==> src/rtl/async_fifo_pkg.sv <==
// Shared definitions for the dual-clock FIFO: pointer sizing and gray-code conversion.
package async_fifo_pkg;

    localparam int ADDRSIZE_DEF = 4;
    localparam int PTRSIZE      = ADDRSIZE_DEF + 1;

    function automatic logic [31:0] bin2gray(input logic [31:0] b);
        return b ^ (b >> 1);
    endfunction

endpackage

==> src/rtl/fifo_out_buf.sv <==
// Two-entry first-word-fall-through buffer; entry 0 is always the head.
module fifo_out_buf #(
    parameter int DATASIZE = 8
) (
    input  logic                clk,
    input  logic                rst,
    input  logic                push,
    input  logic [DATASIZE-1:0] push_data,
    input  logic                pop,
    output logic [1:0]          count,
    output logic [DATASIZE-1:0] head,
    output logic                valid
);

    logic [1:0]          r_count;
    logic [DATASIZE-1:0] r_e0;
    logic [DATASIZE-1:0] r_e1;
    logic                w_pop;
    logic                w_push;

    assign w_pop  = pop && (r_count != 2'd0);
    assign w_push = push && (r_count != 2'd2);

    always_ff @(posedge clk) begin
        if (rst) begin
            r_count <= 2'd0;
            r_e0    <= '0;
            r_e1    <= '0;
        end else begin
            case ({w_push, w_pop})
                2'b11: begin
                    // Simultaneous push/pop: new word lands behind whatever stays at the head.
                    if (r_count == 2'd1) begin
                        r_e0 <= push_data;
                    end else begin
                        r_e0 <= r_e1;
                        r_e1 <= push_data;
                    end
                end
                2'b01: begin
                    r_e0    <= r_e1;
                    r_count <= r_count - 2'd1;
                end
                2'b10: begin
                    if (r_count == 2'd0) r_e0 <= push_data;
                    else                 r_e1 <= push_data;
                    r_count <= r_count + 2'd1;
                end
                default: ;
            endcase
        end
    end

    assign count = r_count;
    assign head  = r_e0;
    assign valid = (r_count != 2'd0);

endmodule

==> src/rtl/fifo_read_prefetch.sv <==
// Read-side FIFO controller: read pointer, gray pointer export, empty flag, FWFT prefetch.
module fifo_read_prefetch
    import async_fifo_pkg::*;
#(
    parameter int DATASIZE = 8,
    parameter int ADDRSIZE = ADDRSIZE_DEF
) (
    input  logic                rclk,
    input  logic                rrst,
    input  logic [ADDRSIZE:0]   rq2_wptr,
    output logic [ADDRSIZE-1:0] raddr,
    input  logic [DATASIZE-1:0] mem_rdata,
    output logic [ADDRSIZE:0]   rptr,
    output logic                rempty,
    output logic                rvalid,
    input  logic                rready,
    output logic [DATASIZE-1:0] rdata
);

    localparam int PW = ADDRSIZE + 1;

    logic [PW-1:0] r_rbin;
    logic [PW-1:0] r_rptr;
    logic          r_rempty;
    logic [PW-1:0] w_rbinnext;
    logic [PW-1:0] w_rgraynext;
    logic [1:0]    w_count;
    logic          w_fetch;
    logic          w_pop;
    logic          w_valid;

    // Fetch looks only at registered state, never at rready.
    assign w_fetch     = !r_rempty && (w_count < 2'd2);
    assign w_pop       = w_valid && rready;
    assign w_rbinnext  = r_rbin + PW'(w_fetch);
    assign w_rgraynext = PW'(bin2gray(32'(w_rbinnext)));

    always_ff @(posedge rclk) begin
        if (rrst) begin
            r_rbin   <= '0;
            r_rptr   <= '0;
            r_rempty <= 1'b1;
        end else begin
            r_rbin   <= w_rbinnext;
            r_rptr   <= w_rgraynext;
            r_rempty <= (w_rgraynext == rq2_wptr);
        end
    end

    fifo_out_buf #(
        .DATASIZE (DATASIZE)
    ) u_out_buf (
        .clk       (rclk),
        .rst       (rrst),
        .push      (w_fetch),
        .push_data (mem_rdata),
        .pop       (w_pop),
        .count     (w_count),
        .head      (rdata),
        .valid     (w_valid)
    );

    assign raddr  = r_rbin[ADDRSIZE-1:0];
    assign rptr   = r_rptr;
    assign rempty = r_rempty;
    assign rvalid = w_valid;

endmodule

==> config.mk <==
export PLATFORM = sky130hd
export DESIGN_NAME = fifo_read_prefetch
export DESIGN_NICKNAME = d
export VERILOG_FILES = /design/src/rtl/async_fifo_pkg.sv /design/src/rtl/fifo_out_buf.sv /design/src/rtl/fifo_read_prefetch.sv
export SDC_FILE = /design/constraint.sdc
export NUM_CORES = 1
export LEC_CHECK = 0
export BUFFER_PORTS_ARGS = -buffer_cell sky130_fd_sc_hd__buf_2
export CORE_MARGIN = 2
export CORE_UTILIZATION = 45
export DETAILED_ROUTE_END_ITERATION = 7
export HOLD_SLACK_MARGIN = 0.05
export PLACE_DENSITY_LB_ADDON = 0.12
export SLEW_MARGIN = 20
export SYNTH_ARGS = -nofsm -noshare
export SYNTH_HDL_FRONTEND = slang
export SYNTH_SLANG_ARGS = --single-unit
==> constraint.sdc <==
create_clock -name rclk -period 3.4 [get_ports rclk]
set_clock_uncertainty 0.1 [all_clocks]
set_input_delay 0.51 -clock rclk [delete_from_list [all_inputs] [get_ports rclk]]
set_output_delay 0.51 -clock rclk [all_outputs]
set_load 0.05 [all_outputs]
======== Word level (Yosys, flattened, before mapping) ========
Index checks and enable logic that the tools add are counted.
operators by class
  add/sub/neg operators ................... 3
  $lt $le $gt $ge ......................... 1
  eq/ne operators ......................... 9
  multiplexer cells ....................... 7
  bitwise operators ....................... 1
  reduce and logical (&&, ||, !) cells .... 12
operators with widths
  operator               count
  $mux W8                4
  $pmux W8 S3            1
  $pmux W8 S2            1
  $ne A2 B2 Y1 const B   3
  $reduce_bool A2 Y1     3
  $add A5 B1 Y5          1
  $eq A5 B5 Y1           1
  $xor A5 B4 Y5          1
  $eq A2 B1 Y1 const B   2
  $eq A2 B2 Y1 const B   2
  $logic_and A1 B1 Y1    4
  $pmux W2 S2            1
  $reduce_and A3 Y1      1
  $reduce_bool A3 Y1     1
  $add A2 B1 Y2 const B  1
  $logic_not A2 Y1       1
  $lt A2 B2 Y1 const B   1
  $ne A2 B1 Y1 const B   1
  $reduce_and A2 Y1      1
  $sub A2 B1 Y2 const B  1
  $logic_not A1 Y1       1
storage, ports and cells
  bits in registers ....................... 29
  output and inout bits ................... 19
  logic and storage cells ................. 39

======== Logic depth before layout (Yosys ltp) ========
  word-level depth ........................ 6
  gate-level depth with buffers ........... 10
  mapped depth without buffers ............ 9

======== By module ========
A second synthesis with hierarchy kept.
second synthesis, totals
  cells, all modules ...................... 177
  area total of the unflattened synthesis .. 1610.3 µm²
by module, submodules not included
  module              times used  cells each  area an instance (µm²)  sequential area each (µm²)
  fifo_out_buf        1           126         1131.1                  360.3
  fifo_read_prefetch  1           51          479.2                   200.2

======== Worst setup path before layout ========
Ideal clock, no wire load.
  path type ............................... register -> register
  start point ............................. register u_out_buf.r_count[0], in the netlist u_out_buf.count[0]
  end point ............................... register u_out_buf.r_e0[3], in the netlist u_out_buf.head[3]
  library setup time ...................... 0.079 ns
  arrival time ............................ 2.146 ns
  required time ........................... 3.221 ns
  slack ................................... 1.075 ns
  cell stages (with the launch flop) ...... 9
  cells stage by stage .................... dfxtp_1 inv_1 ha_1 or3_4 ha_1 buf_2 mux2i_1 a22oi_1 a211oi_2
on the way
  longest elaborated chain between the ends .. 6
  elaborated cells between the ends (all ways) .. 17
RTL lines
  element                                                              line                                                              source
  start: declaration                                                   fifo_out_buf.sv:15                                                logic [1:0] r_count;
  start signal: assignment                                             fifo_out_buf.sv:42                                                r_count <= r_count - 2'd1;
  start signal: assignment                                             fifo_out_buf.sv:47                                                r_count <= r_count + 2'd1;
  $lt A2 B2 Y1 or $reduce_bool A2 Y1 (tied branches)                   fifo_read_prefetch.sv:33, fifo_out_buf.sv:21, fifo_out_buf.sv:56
  $logic_and A1 B1 Y1, on equally long branches                        fifo_read_prefetch.sv:33, fifo_read_prefetch.sv:34
  $logic_and A1 B1 Y1, on equally long branches                        fifo_out_buf.sv:22, fifo_out_buf.sv:21
  $eq A2 B2 Y1 or $eq A2 B1 Y1 (tied branches)                         fifo_out_buf.sv:30                                                case ({w_push, w_pop})
  $ne A2 B1 Y1 (no source line) or $reduce_bool A3 Y1 (tied branches)  -
  $reduce_and A2 Y1 (no source line)                                   -
  end signal: assignment                                               fifo_out_buf.sv:34                                                r_e0 <= push_data;
  end signal: assignment                                               fifo_out_buf.sv:36                                                r_e0 <= r_e1;
  end signal: assignment                                               fifo_out_buf.sv:41                                                r_e0 <= r_e1;
  end: declaration                                                     fifo_out_buf.sv:16                                                logic [DATASIZE-1:0] r_e0;
Several ways; a longest one is shown, not always the timed one.
A chain may end at the register's enable or synchronous reset.

======== Worst setup path in the final report ========
  start point ............................. register u_out_buf.r_count[0], in the netlist u_out_buf.count[0]
  end point ............................... register u_out_buf.r_e0[6], in the netlist u_out_buf.head[6]
Same word-level chain as after synthesis.

==> summary.md <==
• leading cell type by number of instances after synthesis: dfxtp_1
• critical path launch point type: flip-flop
• library cells used by synthesis: 28
• number of warnings printed during yosys synthesis: 0
• Max Cap Violations: 0
• total negative setup slack: 0 ns
• clock edge transition at the registers on the reported setup and hold paths: 0.15 ns
• Post-synth ARST share: 0%
• setup violation total in the final timing report: 0
• fraction of synthesized area in multiplexers: 9.67%
• post-CTS setup-driven buffer insertion count: 0
• clock tree from TritonCTS: yes
• Simple-Gate Fraction of Synth Area: 12.4%
• Post-Synth XOR/XNOR Area: 11.0%
• share of Yosys cell area claimed by the top area cell type: 41.3%
• number of buffers between clock root and the deepest sink: 2
• core occupancy in the finished layout: 56.6%
• post-CTS resize count: 0
• total wire length after detailed routing: 2580 um
• Least-Margin Pin Slew: 0.589 ns
• number of buffers created by CTS: 3
• top-level port count: 35
• arithmetic-cell share of the synthesized area counting full adders, half adders and majority gates: 7.37%
• Critical Path Fanout Max: 7
• failing checks: design-rule violations
• worst endpoint required time: 3.54 ns
• wire length of the first global-routing pass: 4340 um
• area of all sequential standard cells: 561 sq um
• largest voltage drop on the vdd net: 412 uV
• count of mapped cells out of synthesis: 139
• max-slew violation count: 0
• Initial Utilization: 48.4%
• Post-Syn Area: 1360 sq um
• unrepaired setup endpoints after global routing: no
• antenna-violating nets left: 0
• final critical delay including setup and external delays: 2.67 ns
• P_leak: 0.722 nW
• vertical die dimension: 59.0 um
• remaining global-route overflow: 0
• Synth area leader: dfxtp_1
• Yosys reg bits: 28
• Commonest cells post-synth: dfxtp_1, nor2_1, mux2i_1
• sequential fraction of the synthesis area: 41.3%
• Synth Net Count: 163
• last weighted congestion value of the routability-driven placer: 0.785
• antenna violations before repair: 0
• critical path class: reg -> reg
• largest family of logic cells by synthesized area: compound AO/OA/AOI/OAI gates
• sink count of the clock tree: 28
• area delta synth->final: 16.9%
• final worst path period share: 78.4%
• via count of the first global-routing pass: 980
• tightest slew margin relative to the limit: 59.6%
• total number of placement rows: 19
• Initial DRT Pass Iterations: 6
• number of fillers in the final layout: 269
• area occupied by multi-input gates: 743 sq um
• die width: 59.0 um
• Top FF cell, synth: dfxtp_1
• element type at the critical path end: flip-flop
• layout net count: 196
• hpwl dp: 1930 um
• WP data arrival: 2.81 ns
• residual DRC count: 2
• result of the run: complete, but fails checks
• total design power: 1.39 mW
• Antenna Diode Count: 0
• Compound-Gate Fraction of Synth Area: 14.3%
• share of layout cells above drive strength 1: 26.3%
• class of the tightest hold or removal check: in -> reg
• Die Outline Area: 3480 sq um
• pin count of the biggest net entering global routing: 29
• total via count after detailed routing: 1041
• number of enable flip-flop cells after synthesis: 0
• clk_lat worst skew: 0.32 ns
• average wire length per cell after detail routing: 12.8 um
• Core Region: 2810 sq um
• count of port buffers added during placement: 34
• FMAX: 375 MHz
• CTS hold repair buffers: 0
• final number of hold-violating endpoints: 0
• DR iter-0 viols: 38
• clock tree root buffer cell: clkbuf_4
• Register-to-Register Setup Slack: 0.73 ns
• Mean Syn Cell Area: 9.78 sq um
• PwrDens: 873 nW/um^2
• Via-to-Cell Ratio: 5.15
• main area contributors after synthesis: dfxtp_1, mux2i_1, ha_1
• total number of H-tree levels: 1
• global-route usage over all layers: 16.3%
==> layout make-up <==
class / count / share of cell area (%)
inverters: 6 / 1.42
well taps: 31 / 2.44
flip-flops and latches: 28 / 35.3
clock inverters: 1 / 1.89
repair buffers: 34 / 10.7
multi-input cells: 99 / 46.8
clock buffers: 3 / 1.42
==> metrics by stage <==
step           std cells  hold slack [ns]  cell area [sq um]  worst slack [ns]
6_report             202            0.334               1590             0.734
5_1_grt              202            0.310               1590             0.523
4_1_cts              202            0.316               1590             0.745
3_5_place_dp         198            0.386               1540             0.783
3_3_place_gp         198            0.375               1540             0.868
2_1_floorplan        139            0.361               1360              1.07
==> placed cells by master, fill, tap and decap left out, drive strengths merged, types with 2 or more instances in the layout <==
master,count
nand2,3
buf,34
a21oi,2
a22oi,8
inv,6
xnor2,9
a211oi,7
ha,8
clkbuf,3
nor2b,4
xor2,8
nor2,26
dfxtp,28
mux2i,12
==> registers in the layout, indices dropped and copies added (netlist names) <==
| signal | count |
|---|---|
| rempty | 1 |
| u_out_buf.head | 8 |
| u_out_buf.count | 2 |
| u_out_buf.r_e1 | 8 |
| r_rbin | 5 |
| rptr | 4 |
==> layer usage <==
metal  GRT usage [%]  share of wire [%]
met1            21.0                 47
met2            27.6                 48
met3            4.40                4.1
met4            2.92               0.54
met5               0                  0
==> logic make-up (layout without fill, tap and decap cells) <==
logic type | count (synthesis) | count (layout)
simple gates | 38 | 38
flops | 28 | 28
compound gates | 23 | 23
xor+xnor | 17 | 17
mux | 13 | 13
buf+inv | 12 | 44
fa+ha+maj | 8 | 8
==> power by group <==
| part | switching, mW | total (mW) | internal, mW |
|---|---|---|---|
| logic | 0.470 | 0.717 | 0.247 |
| registers | 0.0455 | 0.456 | 0.411 |
| clock network | 0.0943 | 0.214 | 0.119 |
==> critical path: stages (launching register included) <==
cell      delay (ns)
dfxtp_1         0.41
inv_1           0.08
ha_1            0.20
or3_4           0.39
ha_1            0.43
mux2i_1         0.56
a22oi_1         0.14
a211oi_1        0.27
==> worst paths after layout <==
path                 startpoint           endpoint  cells after the start
max reg2reg  u_out_buf.count[0]  u_out_buf.head[6]                      7
min                mem_rdata[6]  u_out_buf.r_e1[6]                      3
max          u_out_buf.count[0]  u_out_buf.head[6]                      7
min reg2reg   u_out_buf.head[2]  u_out_buf.head[2]                      2
Note: power is estimated with default switching activity, not from simulation.
